$ cat config.mk
export PLATFORM = sky130hd
export DESIGN_NAME = msg_scroller
export DESIGN_NICKNAME = d
export VERILOG_FILES = /design/src/rtl/msg_scroller_pkg.sv /design/src/rtl/msg_scroller_idx_mod.sv /design/src/rtl/msg_scroller.sv
export SDC_FILE = /design/constraint.sdc
export NUM_CORES = 1
export LEC_CHECK = 0
export BUFFER_PORTS_ARGS = -buffer_cell sky130_fd_sc_hd__buf_2
export CAP_MARGIN = 10
export CELL_PAD_IN_SITES_DETAIL_PLACEMENT = 1
export CELL_PAD_IN_SITES_GLOBAL_PLACEMENT = 2
export CORE_MARGIN = 5
export CORE_UTILIZATION = 41
export CTS_CLUSTER_DIAMETER = 40
export CTS_CLUSTER_SIZE = 10
export DETAILED_ROUTE_END_ITERATION = 8
export PLACE_DENSITY = 0.85
export SLEW_MARGIN = 20
export SYNTH_ARGS = -nofsm -noshare
export SYNTH_HDL_FRONTEND = slang
export SYNTH_SLANG_ARGS = --single-unit
$ cat constraint.sdc
create_clock -name clk -period 9.5 [get_ports clk]
set_clock_uncertainty 0.15 [all_clocks]
set_input_delay 0.95 -clock clk [delete_from_list [all_inputs] [get_ports clk]]
set_output_delay 0.95 -clock clk [all_outputs]
set_load 0.02 [all_outputs]
$ cat src/rtl/msg_scroller_pkg.sv
// Shared types and constants for the scrolling hex-message display.
// Holds the FSM encoding and the default buffer geometry.
package msg_scroller_pkg;

    localparam int MSG_DEPTH = 16;
    localparam int DIGIT_W   = 4;
    localparam int WINDOW    = 4;

    typedef enum logic [1:0] {
        IDLE = 2'd0,
        RUN  = 2'd1,
        HOLD = 2'd2
    } state_t;

endpackage

$ cat src/rtl/msg_scroller_idx_mod.sv
// Small modulo adder: (base + offset) mod len for base < len and offset 0..3.
// Uses three conditional subtractions instead of a divider.
module idx_mod #(
    parameter int AW = 4
) (
    input  logic [AW-1:0] base,
    input  logic [1:0]    offset,
    input  logic [AW:0]   len,
    output logic [AW-1:0] result
);

    logic [AW:0] s0;
    logic [AW:0] s1;
    logic [AW:0] s2;

    // base < len, so the sum is below len + 3; three subtractions cover len == 1.
    always_comb begin
        s0     = {1'b0, base} + {{(AW - 1){1'b0}}, offset};
        s1     = (s0 >= len) ? (s0 - len) : s0;
        s2     = (s1 >= len) ? (s1 - len) : s1;
        result = (s2 >= len) ? AW'(s2 - len) : s2[AW-1:0];
    end

endmodule

$ cat src/rtl/msg_scroller.sv
// Scrolls a four-digit window across a hex-digit message buffer on each tick.
// The window is purely combinational from registered buffer, pointer and length.
module msg_scroller
    import msg_scroller_pkg::*;
#(
    parameter int MSG_DEPTH = msg_scroller_pkg::MSG_DEPTH,
    parameter int DIGIT_W   = msg_scroller_pkg::DIGIT_W
) (
    input  logic                                   clk,
    input  logic                                   rst_L,
    input  logic                                   tick,
    input  logic                                   run,
    input  logic                                   clr,
    input  logic                                   dir,
    input  logic                                   wr_en,
    input  logic [$clog2(MSG_DEPTH)-1:0]           wr_addr,
    input  logic [DIGIT_W-1:0]                     wr_data,
    input  logic [$clog2(MSG_DEPTH):0]             len,
    output logic [msg_scroller_pkg::WINDOW*DIGIT_W-1:0] value,
    output logic                                   busy,
    output logic                                   wrap
);

    localparam int AW = $clog2(MSG_DEPTH);
    localparam int LW = AW + 1;

    state_t           state_reg;
    state_t           state_next;
    logic [AW-1:0]    ptr_reg;
    logic [AW-1:0]    ptr_next;
    logic [AW-1:0]    ptr_inc;
    logic [AW-1:0]    ptr_dec;
    logic [AW:0]      len_q_reg;
    logic [AW:0]      len_q_next;
    logic             wrap_reg;
    logic             wrap_next;
    logic             advance;
    logic [DIGIT_W-1:0] msg_buf_reg [MSG_DEPTH];
    logic [AW-1:0]    win_idx [WINDOW];

    function automatic logic [AW:0] clamp_len(input logic [AW:0] l);
        return (l > LW'(MSG_DEPTH)) ? LW'(MSG_DEPTH) : l;
    endfunction

    // ---------------- FSM ----------------
    always_ff @(posedge clk or negedge rst_L) begin
        if (!rst_L) begin
            state_reg <= IDLE;
        end else begin
            state_reg <= state_next;
        end
    end

    always_comb begin
        state_next = state_reg;
        if (clr) begin
            state_next = IDLE;
        end else begin
            case (state_reg)
                IDLE:    if (run && (len != '0)) state_next = RUN;
                RUN:     if (!run) state_next = HOLD;
                HOLD:    if (run) state_next = RUN;
                default: state_next = IDLE;
            endcase
        end
    end

    always_comb begin
        busy = (state_reg == RUN) || (state_reg == HOLD);
    end

    // ---------------- Pointer, length, wrap ----------------
    // A tick coinciding with the falling edge of run is dropped, so run gates it here.
    always_comb begin
        advance    = !clr && (state_reg == RUN) && run && tick;
        ptr_dec    = (ptr_reg == '0) ? AW'(len_q_reg - 1'b1) : (ptr_reg - 1'b1);
        ptr_next   = ptr_reg;
        if (clr || (state_reg == IDLE)) begin
            ptr_next = '0;
        end else if (advance) begin
            ptr_next = dir ? ptr_dec : ptr_inc;
        end
        // A zero length keeps the last usable length so the window never divides by zero.
        len_q_next = len_q_reg;
        if ((state_reg == IDLE) && (len != '0)) begin
            len_q_next = clamp_len(len);
        end
        wrap_next  = advance && (ptr_next == '0) && (ptr_reg != '0);
    end

    always_ff @(posedge clk or negedge rst_L) begin
        if (!rst_L) begin
            ptr_reg   <= '0;
            len_q_reg <= LW'(4);
            wrap_reg  <= 1'b0;
        end else begin
            ptr_reg   <= ptr_next;
            len_q_reg <= len_q_next;
            wrap_reg  <= wrap_next;
        end
    end

    assign wrap = wrap_reg;

    idx_mod #(.AW(AW)) u_ptr_inc (
        .base   (ptr_reg),
        .offset (2'd1),
        .len    (len_q_reg),
        .result (ptr_inc)
    );

    // ---------------- Message buffer ----------------
    for (genvar gi = 0; gi < MSG_DEPTH; gi++) begin : g_slot
        always_ff @(posedge clk or negedge rst_L) begin
            if (!rst_L) begin
                msg_buf_reg[gi] <= '0;
            end else if (wr_en && (wr_addr == AW'(gi))) begin
                msg_buf_reg[gi] <= wr_data;
            end
        end
    end

    // ---------------- Display window ----------------
    for (genvar gi = 0; gi < WINDOW; gi++) begin : g_win
        idx_mod #(.AW(AW)) u_win_idx (
            .base   (ptr_reg),
            .offset (2'(gi)),
            .len    (len_q_reg),
            .result (win_idx[gi])
        );
        assign value[(WINDOW-1-gi)*DIGIT_W +: DIGIT_W] = msg_buf_reg[win_idx[gi]];
    end

endmodule
# ---- Yosys cells after proc, flatten, opt, wreduce, memory -nomap -nowiden
# Cells that the tools add are included.
dict set report op_classes {
  add_sub_neg 17
  order_cmp 17
  n_eq_ne 20
  mux 34
  bitwise_logic 4
  reduce_logical 33
}
# op count
set op_table {}
lappend op_table {{binary-select mux 4 bit (select 4 bit)} 4}
lappend op_table {{two-way mux 4 bit} 16}
lappend op_table {{>= comparator 5 bit} 11}
lappend op_table {{two-way mux 5 bit} 9}
lappend op_table {{subtractor 5 bit} 7}
lappend op_table {{equality test 4 bit, second input constant} 8}
lappend op_table {{logical AND 1 bit} 23}
lappend op_table {{>= comparator 5 bit, second input constant} 4}
lappend op_table {{inverter 4 -> 5 bit} 4}
lappend op_table {{equality test 4 x 3 -> 1 bit, second input constant} 4}
lappend op_table {{subtractor 4 bit} 4}
lappend op_table {{zero test 4 bit} 3}
lappend op_table {{adder 4 x 2 -> 5 bit, second input constant} 2}
lappend op_table {{!= test 3 bit, second input constant} 3}
lappend op_table {{equality test 4 x 2 -> 1 bit, second input constant} 2}
lappend op_table {{two-way mux 2 bit} 4}
lappend op_table {{subtractor 4 x 1 -> 4 bit, second input constant} 2}
lappend op_table {{case mux 2 bit (3 select lines)} 1}
lappend op_table {{adder 4 x 1 -> 5 bit, second input constant} 1}
lappend op_table {{>= comparator 4 x 5 -> 1 bit} 1}
lappend op_table {{greater-than comparator 5 bit, second input constant} 1}
lappend op_table {{nonzero test 5 bit} 1}
lappend op_table {{subtractor 4 x 5 -> 5 bit} 1}
lappend op_table {{equality test 4 x 1 -> 1 bit, second input constant} 1}
lappend op_table {{7 further kinds} 8}
dict set report word_totals {
  regBits 76
  inputBits 20
  output_inout_bits 18
}

# ---- Longest topological paths before layout
# Gate-level depths: netlist of the first run.
dict set report logic_depth {
  depth_word 13
  ltp_mapped 27
  ltp_nobuf 25
}

# ---- Modules after synthesis
# Synthesis of the first run repeated with hierarchy kept, for this count alone.
dict set report unflattened {
  hier_cells 866
  area_unflattened_um2 9434.0
}
# module n_inst cells_per_inst area_each_um2 seq_area_each_um2
set by_module_without_submodules {}
lappend by_module_without_submodules {msg_scroller 1 336 5094.9 1903.1}
lappend by_module_without_submodules {{idx_mod (g_win[2].u_win_idx ...)} 3 108 865.8 0.0}
lappend by_module_without_submodules {{idx_mod (g_win[0].u_win_idx ...)} 2 103 870.8 0.0}

# ---- Least setup slack after synthesis of the first run
# No wires, ideal clock.
dict set report synth_path {
  kind {register -> output}
  start {register len_q_reg[1]}
  end {output value[4] (netlist name)}
  t_arrival_ps 6201
  setup_slack_ps 2199
  stages_incl_launch_ff 24
  path_cell_list {dfrtp_1 -> inv_1 -> ha_1 -> nor2b_1 -> o31ai_1 -> a21o_1 -> mux2i_1 -> inv_1 -> ha_1 -> nand2b_1 -> a31oi_1 -> o21ai_1 -> a211o_1 -> nand2_1 -> ha_1 -> a21o_1 -> a31oi_1 -> o21a_1 -> nand2_1 -> o221ai_2 -> buf_2 -> mux2i_1 -> o22ai_1 -> or4_1}
}
dict set report synth_between {
  elab_chain_cells 10
  word_cells_on_any_way 13
}
# item line
set synth_rtl {}
lappend synth_rtl {{from (decl)} msg_scroller.sv:33} ;# logic [AW:0] len_q_reg;
lappend synth_rtl {{from (signal assigned)} msg_scroller.sv:98} ;# len_q_reg <= len_q_next;
lappend synth_rtl {{subtractor 5 bit / >= comparator 5 bit (equally long branches)} msg_scroller_idx_mod.sv:19} ;# s1 = (s0 >= len) ? (s0 - len) : s0;
lappend synth_rtl {{two-way mux 5 bit} msg_scroller_idx_mod.sv:19}
lappend synth_rtl {{subtractor 5 bit / >= comparator 5 bit (equally long branches)} msg_scroller_idx_mod.sv:20} ;# s2 = (s1 >= len) ? (s1 - len) : s1;
lappend synth_rtl {{two-way mux 5 bit} msg_scroller_idx_mod.sv:20}
lappend synth_rtl {{subtractor 4 bit / >= comparator 5 bit (equally long branches)} msg_scroller_idx_mod.sv:21} ;# result = (s2 >= len) ? AW'(s2 - len) : s2[AW-1:0];
lappend synth_rtl {{two-way mux 4 bit *} msg_scroller_idx_mod.sv:21}
lappend synth_rtl {{inverter 4 -> 5 bit (implied by the code) *} msg_scroller.sv:131} ;# assign value[(WINDOW-1-gi)*DIGIT_W +: DIGIT_W] = msg_buf_reg[win_idx[gi]];
lappend synth_rtl {{binary-select mux 4 bit (select 4 bit) *} msg_scroller.sv:131}
lappend synth_rtl {{two-way mux 4 bit (implied by the code) * (2 in a row)} msg_scroller.sv:131}
lappend synth_rtl {{to (decl)} msg_scroller.sv:19} ;# output logic [msg_scroller_pkg::WINDOW*DIGIT_W-1:0] value,
# Every way passes the cells marked *; elsewhere a longest branch is shown, timed or not. The select of a mux whose other input is x is not followed.

# ---- Final worst setup path of the first run
dict set report layout_path {
  start {register ptr_reg[1]}
  end {output value[2] (netlist name)}
}
dict set report layout_between {
  elab_chain_cells 11
  word_cells_on_any_way 14
}
# item line
set layout_rtl {}
lappend layout_rtl {{from (decl)} msg_scroller.sv:29} ;# logic [AW-1:0] ptr_reg;
lappend layout_rtl {{from (signal assigned)} msg_scroller.sv:97} ;# ptr_reg <= ptr_next;
lappend layout_rtl {{adder 4 x 2 -> 5 bit *} msg_scroller_idx_mod.sv:18} ;# s0 = {1'b0, base} + {{(AW - 1){1'b0}}, offset};
lappend layout_rtl {{subtractor 5 bit / >= comparator 5 bit (equally long branches)} msg_scroller_idx_mod.sv:19}
lappend layout_rtl {{two-way mux 5 bit *} msg_scroller_idx_mod.sv:19}
lappend layout_rtl {{subtractor 5 bit / >= comparator 5 bit (equally long branches)} msg_scroller_idx_mod.sv:20}
lappend layout_rtl {{two-way mux 5 bit *} msg_scroller_idx_mod.sv:20}
lappend layout_rtl {{subtractor 4 bit / >= comparator 5 bit (equally long branches)} msg_scroller_idx_mod.sv:21}
lappend layout_rtl {{two-way mux 4 bit *} msg_scroller_idx_mod.sv:21}
lappend layout_rtl {{inverter 4 -> 5 bit (implied by the code) *} msg_scroller.sv:131}
lappend layout_rtl {{binary-select mux 4 bit (select 4 bit) *} msg_scroller.sv:131}
lappend layout_rtl {{two-way mux 4 bit (implied by the code) * (2 in a row)} msg_scroller.sv:131}
# Marks and branches as above.

==> results of run 1 <==
## worst max-delay path, cell delays in order (launching register included)
cell and delay (ps):
dfrtp_1 460, inv_1 290, ha_1 390, xor2_1 260, inv_1 70, ha_1 350, o21a_1 210, o31a_1 150
o21ai_2 260, nor2_1 80, a21oi_2 350, ha_1 250, a21o_1 120, a31oi_1 50, o21ai_1 500, mux2_2 440
ha_1 350, a21o_1 190, a31oi_1 230, o21ai_0 170, nand2_1 90, o21ai_0 250, a21oi_2 920, mux2i_1 350
o22ai_1 130, or4_1 430, buf_2 180
## cell type report
cell class,instances,area (µm²)
clock buffer,9,225.2
clock inverter,7,103.9
fill,2404,10980
inverter,38,142.6
multi-input combinational,783,6321
sequential,76,1903
tap,270,337.8
timing repair buffer,50,285.3
## metrics by stage
stage,util,hold slack [ps],instance area [µm²]
after detailed placement,0.4422,317.2,8977
after CTS,0.4585,325.9,9306
after global placement,0.4422,303.6,8977
after floorplan,-,291.9,8474
final,0.4591,326.0,9319
after global routing,0.4591,358.2,9319
## routing by layer
metal / vias up / GRT usage
met5: - / 0
met4: 0 / 0.08663
met3: 58 / 0.02333
met2: 238 / 0.3883
met1: 3836 / 0.3544
li1: 3538 / -
## worst min-delay path by stage
stage,startpoint,end,slack (ps),depth (start not counted)
floorplan,len_q_reg[2]$_DFFE_PN1P_,len_q_reg[2]$_DFFE_PN1P_,290,2
global route,rst_L,state_reg[0]$_DFFE_PN0P_,360,1
detailed placement,len_q_reg[2]$_DFFE_PN1P_,len_q_reg[2]$_DFFE_PN1P_,320,2
CTS,len_q_reg[2]$_DFFE_PN1P_,len_q_reg[2]$_DFFE_PN1P_,330,2
finish,len_q_reg[2]$_DFFE_PN1P_,len_q_reg[2]$_DFFE_PN1P_,330,2
global placement,len_q_reg[2]$_DFFE_PN1P_,len_q_reg[2]$_DFFE_PN1P_,300,2
## cells by family (layout without fill, tap and decap cells)
family | after synthesis | after routing | synth area share
and+or+nand+nor | 243 | 243 | 0.1472
AOI/OAI and AO/OA | 220 | 221 | 0.1717
muxes | 211 | 211 | 0.2650
adders and majority gates | 78 | 78 | 0.1258
DFF | 76 | 76 | 0.2246
buffers and inverters | 67 | 104 | 0.03470
xor gates and xnor gates | 30 | 30 | 0.03101
## cell usage after synthesis (3+ instances only)
library cell / n
a211oi_1: 11
a21o_1: 18
a21oi_1: 43
a221o_1: 4
a22o_1: 4
a31oi_1: 12
and2_1: 6
and3_1: 3
buf_2: 10
buf_6: 4
clkbuf_1: 14
dfrtp_1: 75
fa_1: 12
ha_1: 66
inv_1: 38
mux2_2: 88
mux2_4: 4
mux2i_1: 118
nand2_1: 69
nand2b_1: 9
nand3_1: 11
nand3b_1: 16
nor2_1: 47
nor2b_1: 16
nor3_1: 21
nor3b_1: 5
nor4_1: 5
o211ai_1: 7
o21a_1: 11
o21ai_0: 40
o21ai_1: 4
o21ai_2: 3
o221ai_1: 3
o22ai_1: 33
o2bb2ai_1: 5
o31a_1: 4
or2_2: 5
or3_1: 10
or4_1: 13
xnor2_1: 19
xor2_1: 11
==> key figures, run 1 <==
Worst setup path
  • Worst Setup SP: ptr_reg[1]$_DFF_PN0_
  • WS Path Type: flop to output port
  • Worst Setup End Kind: output port
  • CP endpoint: value[2]
  • CP Data Arrival Time: approximately 8000 ps
  • Startpoint types: flop
  • Reg2Reg Launch Point: ptr_reg[0]$_DFF_PN0_
  • Register-to-Register Path Depth: 23
  • Flop2flop setup slack: approximately 2900 ps
  • Worst Path Required: approximately 8400 ps
  • Reg-to-reg endpoint: wrap$_DFF_PN0_
  • Critical Path Fanout Max: 12

Clock tree
  • CTS Sinks: between 70 and 80
  • TritonCTS clock tree: built
  • Clk buf depth: 2
  • TritonCTS buffer count: 9
  • H-tree levels: 3
  • Clk Latency, worst-skew pair: ~350 ps
  • Root Driver: clkbuf_16
  • Clock slew at reported path FFs: 60 ps
  • CTS hold repair buffers: 0
  • Post-CTS sizing: 0
  • Post-CTS setup buffers: 0

Routing
  • Via density: 6.221
  • Met3 WL: 1.276 mm
  • Avg WL per Cell: approximately 24 µm
  • Detail Route Antenna Nets: 0
  • Met2 wire len: 13.12 mm
  • Final wirelength: 29.17 mm
  • 1st-iter DRT viols: 551
  • DRC Markers: 0
  • Initial DRT Pass Iterations: 5
  • Vias: 7670
  • Wire length on met1: 13.90 mm
  • Highest routed layer: met4

STA
  • Max-slew headroom: 0.2375
  • Final Hold Fails: 0
  • Setup ws final: 533.9 ps
  • Worst slew pin tran: 1144 ps
  • Endpoints failing setup: 0
  • Count of pins over their slew limit: 0
  • Tmin final: between 8000 and 9000 ps
  • FMAX: 111.5 MHz
  • Setup tns final: 0 ps
  • Final Cycle Share: 0.9438
  • RSZ-0062 raised after global routing: false

Cells and area
  • Commonest non-fill, non-tap cells in the layout: 118 x mux2i_1, 88 x mux2_2, 75 x dfrtp_1
  • Synth-to-Final Area Change: 9.966%
  • Share of post-route cells with drive strength above 1: 0.1848
  • Non-filler cells in the finished layout: 1233
  • Commonest non-fill, non-tap cell in the layout: mux2i_1
  • Ant diodes: 0
  • Final nets: 1056
  • Largest register FFs: 64

Placement
  • DP Wirelength: approximately 22 mm
  • RD Place Congestion: roughly 0.90
  • Dpl cells: 1216
  • IO buf count: 37
  • Pre-CTS WS: 839.7 ps

Global routing
  • Pin count of the biggest net entering global routing: 55
  • First-pass GRT wire length: 46.63 mm
  • Antenna violations before repair: 0
  • Total track usage: 0.2467
  • Gr ovfl total: 0
  • Vias in the first global route: between 8000 and 9000

Job
  • Max Cap Viol: 0

Yosys
  • Post-synthesis sequential area ratio: 0.2246
  • Synth area leaders: dfrtp_1 22%, mux2i_1 14%, mux2_2 12%, ha_1 9.7%, nand2_1 3.1%
  • Ys Warns: 0
  • Yosys cell types: 65
  • Post-synth top flop: dfrtp_1
  • Count of flip-flops with a built-in enable after synthesis: 0
  • Mean Syn Cell Area: 9.161 µm²
  • Synth Instances: 925
  • Yosys top cell by area: dfrtp_1
  • Mapped Nets: 1023
  • #FFs+latches synth: 76
  • Area share of the largest cell type after synthesis: 0.2215
  • Post-synth ARST share: 1.000
  • Synthesized cell area: about 8500 µm²

Die
  • Core outline area: a little over 20000 µm²
  • I/O pin count: 38
  • Initial Utilization: 0.4175
  • Die area: 23640 µm²
  • Num rows: 52
  • Die Ht: 153.8 µm
  • Die W: 153.8 µm

Run status
  • Status: finished clean

Worst hold path
  • Worst min path class: flop to flop
Power of run 1 is not shown: default switching activity piles up to over one toggle a cycle in this logic, so the estimate is an artifact.
==> run 2, diff against run 1 <==
Settings changed: ABC_AREA set to 1, CORE_UTILIZATION 41 to 36.
==> key figures, run 2 <==
Yosys
  • Synth Instances: 1480
  • Yosys top cell by area: dfrtp_1
  • Area share of the largest cell type after synthesis: 0.1971
  • Most common cell in the netlist: nand2_1
  • Mapped Nets: 1578
  • Synth area leaders: dfrtp_1 20%, nand2_1 18%, nand3_1 17%, ha_1 8.7%, inv_1 6.4%
  • Synth cell count leaders: 456 x nand2_1, 332 x nand3_1, 162 x inv_1
  • Post-synth top flop: dfrtp_1
  • Mean Syn Cell Area: 6.433 µm²
  • Post-synthesis sequential area ratio: 0.1999
  • Synthesized cell area: 9520 µm²
  • Post-synth ARST share: 1.000
  • Ys Warns: 0
  • Yosys cell types: between 40 and 50
  • Count of flip-flops with a built-in enable after synthesis: 0
  • #FFs+latches synth: 76

Cells and area
  • Ant diodes: 0
  • Commonest non-fill, non-tap cell in the layout: nand2_1
  • Fillers: 3488
  • Largest register FFs: 64
  • Final nets: around 1600
  • Synth-to-Final Area Change: 6.913%
  • Commonest non-fill, non-tap cells in the layout: 456 x nand2_1, 332 x nand3_1, 162 x inv_1
  • Share of post-route cells with drive strength above 1: 0.1081

STA
  • Endpoints failing setup: 0
  • Final Cycle Share: 0.8778
  • Worst slew pin tran: 1027 ps
  • Count of pins over their slew limit: 0
  • Setup tns final: 0 ps
  • Tmin final: roughly 8300 ps
  • Max-slew headroom: 0.3128
  • Final Hold Fails: 0
  • FMAX: about 120 MHz
  • RSZ-0062 raised after global routing: false

Worst setup path
  • Critical Path Fanout Max: 26
  • Worst Path Required: 8400 ps
  • WS Path Type: flop to output port
  • CP Data Arrival Time: 7240 ps
  • CP Buf/Inv Count: 6
  • Slowest-stage cell, CP: dfrtp_1
  • CP delay by family, top: simple AND/OR/NAND/NOR gates
  • Critical path's largest stage delay: roughly 860 ps
  • Most numerous cell on the critical path: nand2_1
  • Startpoint types: flop
  • Worst Setup End Kind: output port

Clock tree
  • Root Driver: clkbuf_16
  • H-tree levels: 3
  • Post-CTS setup buffers: 0
  • Post-CTS sizing: 0
  • Clock slew at reported path FFs: around 60 ps
  • CTS Sinks: 76
  • CTS hold repair buffers: 0
  • TritonCTS clock tree: built
  • Clk Latency, worst-skew pair: 340 ps
  • TritonCTS buffer count: 9
  • Clk buf depth: 2

Routing
  • Via density: about 5.5
  • Avg WL per Cell: 19.24 µm
  • Detail Route Antenna Nets: 0
  • DRC Markers: 0
  • Initial DRT Pass Iterations: 5
  • Vias: between 10000 and 15000
  • Final wirelength: about 35 mm
  • 1st-iter DRT viols: 900

Die
  • Initial Utilization: 0.3653
  • Die W: ~170 µm
  • Num rows: between 50 and 60
  • Die area: just under 30000 µm²
  • Core outline area: 26060 µm²
  • I/O pin count: 38
  • Die Ht: 172.6 µm

Placement
  • IO buf count: 37
  • DP Wirelength: 27.00 mm
  • RD Place Congestion: 0.9062

Run status
  • Status: finished clean

Global routing
  • Pin count of the biggest net entering global routing: 77
  • Total track usage: 0.2320
  • Met2 Use GR: 0.3517
  • Gr ovfl total: 0
  • Met1 Track Usage GR: 0.3594
  • Antenna violations before repair: 0
  • Vias in the first global route: 10066
  • Top Usage Layer GRT: met1
  • Met3 Use GR: 0.02664
  • First-pass GRT wire length: 56.84 mm

Worst hold path
  • Worst min path class: flop to flop

Job
  • Max Cap Viol: 0
## run 2: changes by cell type after synthesis, sizes merged, moves of 32 or more
cell	change
nand2	+417
o21ai	+60
mux2	-92
nand3	+341
inv	+143
o22ai	-32
mux2i	-119
## run 2: per-stage QoR
stage / std cells / util / setup slack [ps] / hold WS [ps] / cell area (µm²)
CTS: 1833 / 0.3905 / 1171 / 338.0 / 10170
global placement: 1817 / 0.3776 / 1632 / 316.2 / 9841
detailed placement: 1817 / 0.3776 / 1566 / 322.9 / 9841
finish: 1833 / 0.3906 / 1161 / 335.0 / 10180
global route: 1833 / 0.3906 / 546.3 / 361.6 / 10180
floorplan: 1480 / - / 3572 / 303.0 / 9520
## run 2: final cells by class
cell class | count | area, µm² | area share
multi-input combinational | 1185 | 6630 | 0.6514
sequential | 76 | 1903 | 0.1870
inverter | 182 | 685.7 | 0.06736
tap | 335 | 419.2 | 0.04118
clock buffer | 10 | 239.0 | 0.02348
timing repair buffer | 39 | 206.4 | 0.02028
clock inverter | 6 | 95.09 | 0.009342
## run 2: cell families (layout without fill, tap and decap cells)
family / count (synthesis) / after routing / synth area share
DFF: 76 / 76 / 0.1999
xor gates and xnor gates: 31 / 31 / 0.02852
buffers and inverters: 219 / 237 / 0.1037
adders and majority gates: 78 / 78 / 0.1120
AOI/OAI and AO/OA: 162 / 162 / 0.1009
and+or+nand+nor: 914 / 914 / 0.4550
## run 2: final timing paths
kind	slack, ps	start	end	cells past startpoint
worst max-delay path	1160	len_q_reg[1]$_DFFE_PN0P_	value[5]	32
worst min register to register	340	msg_buf_reg[59]$_DFFE_PN0P_	msg_buf_reg[59]$_DFFE_PN0P_	2
max in group asynchronous	8200	rst_L	len_q_reg[0]$_DFFE_PN0P_	1
worst min-delay path	340	msg_buf_reg[59]$_DFFE_PN0P_	msg_buf_reg[59]$_DFFE_PN0P_	2
min in group asynchronous	470	rst_L	msg_buf_reg[60]$_DFFE_PN0P_	1
worst max register to register	3100	len_q_reg[1]$_DFFE_PN0P_	wrap$_DFF_PN0_	32
## run 2: worst register-to-register path: cells and delay by family, from the launching register on
kind / cells / cell delay (ps)
AND/OR/NAND/NOR: 22 / 2890
AO/OA/AOI/OAI: 2 / 450
buffers and inverters: 5 / 900
adder cells (fa/ha/maj): 3 / 1030
flip-flops: 1 / 860
## run 2: metal layers
| layer | wire length [µm] | share of wire | up-vias |
|---|---|---|---|
| li1 | - | - | 4913 |
| met1 | 17810 | 0.51 | 4890 |
| met2 | 15060 | 0.43 | 268 |
| met3 | 2008 | 0.057 | 25 |
| met4 | 383 | 0.011 | 0 |
| met5 | 0 | 0 | - |
Power of run 2 is left out for the same reason.
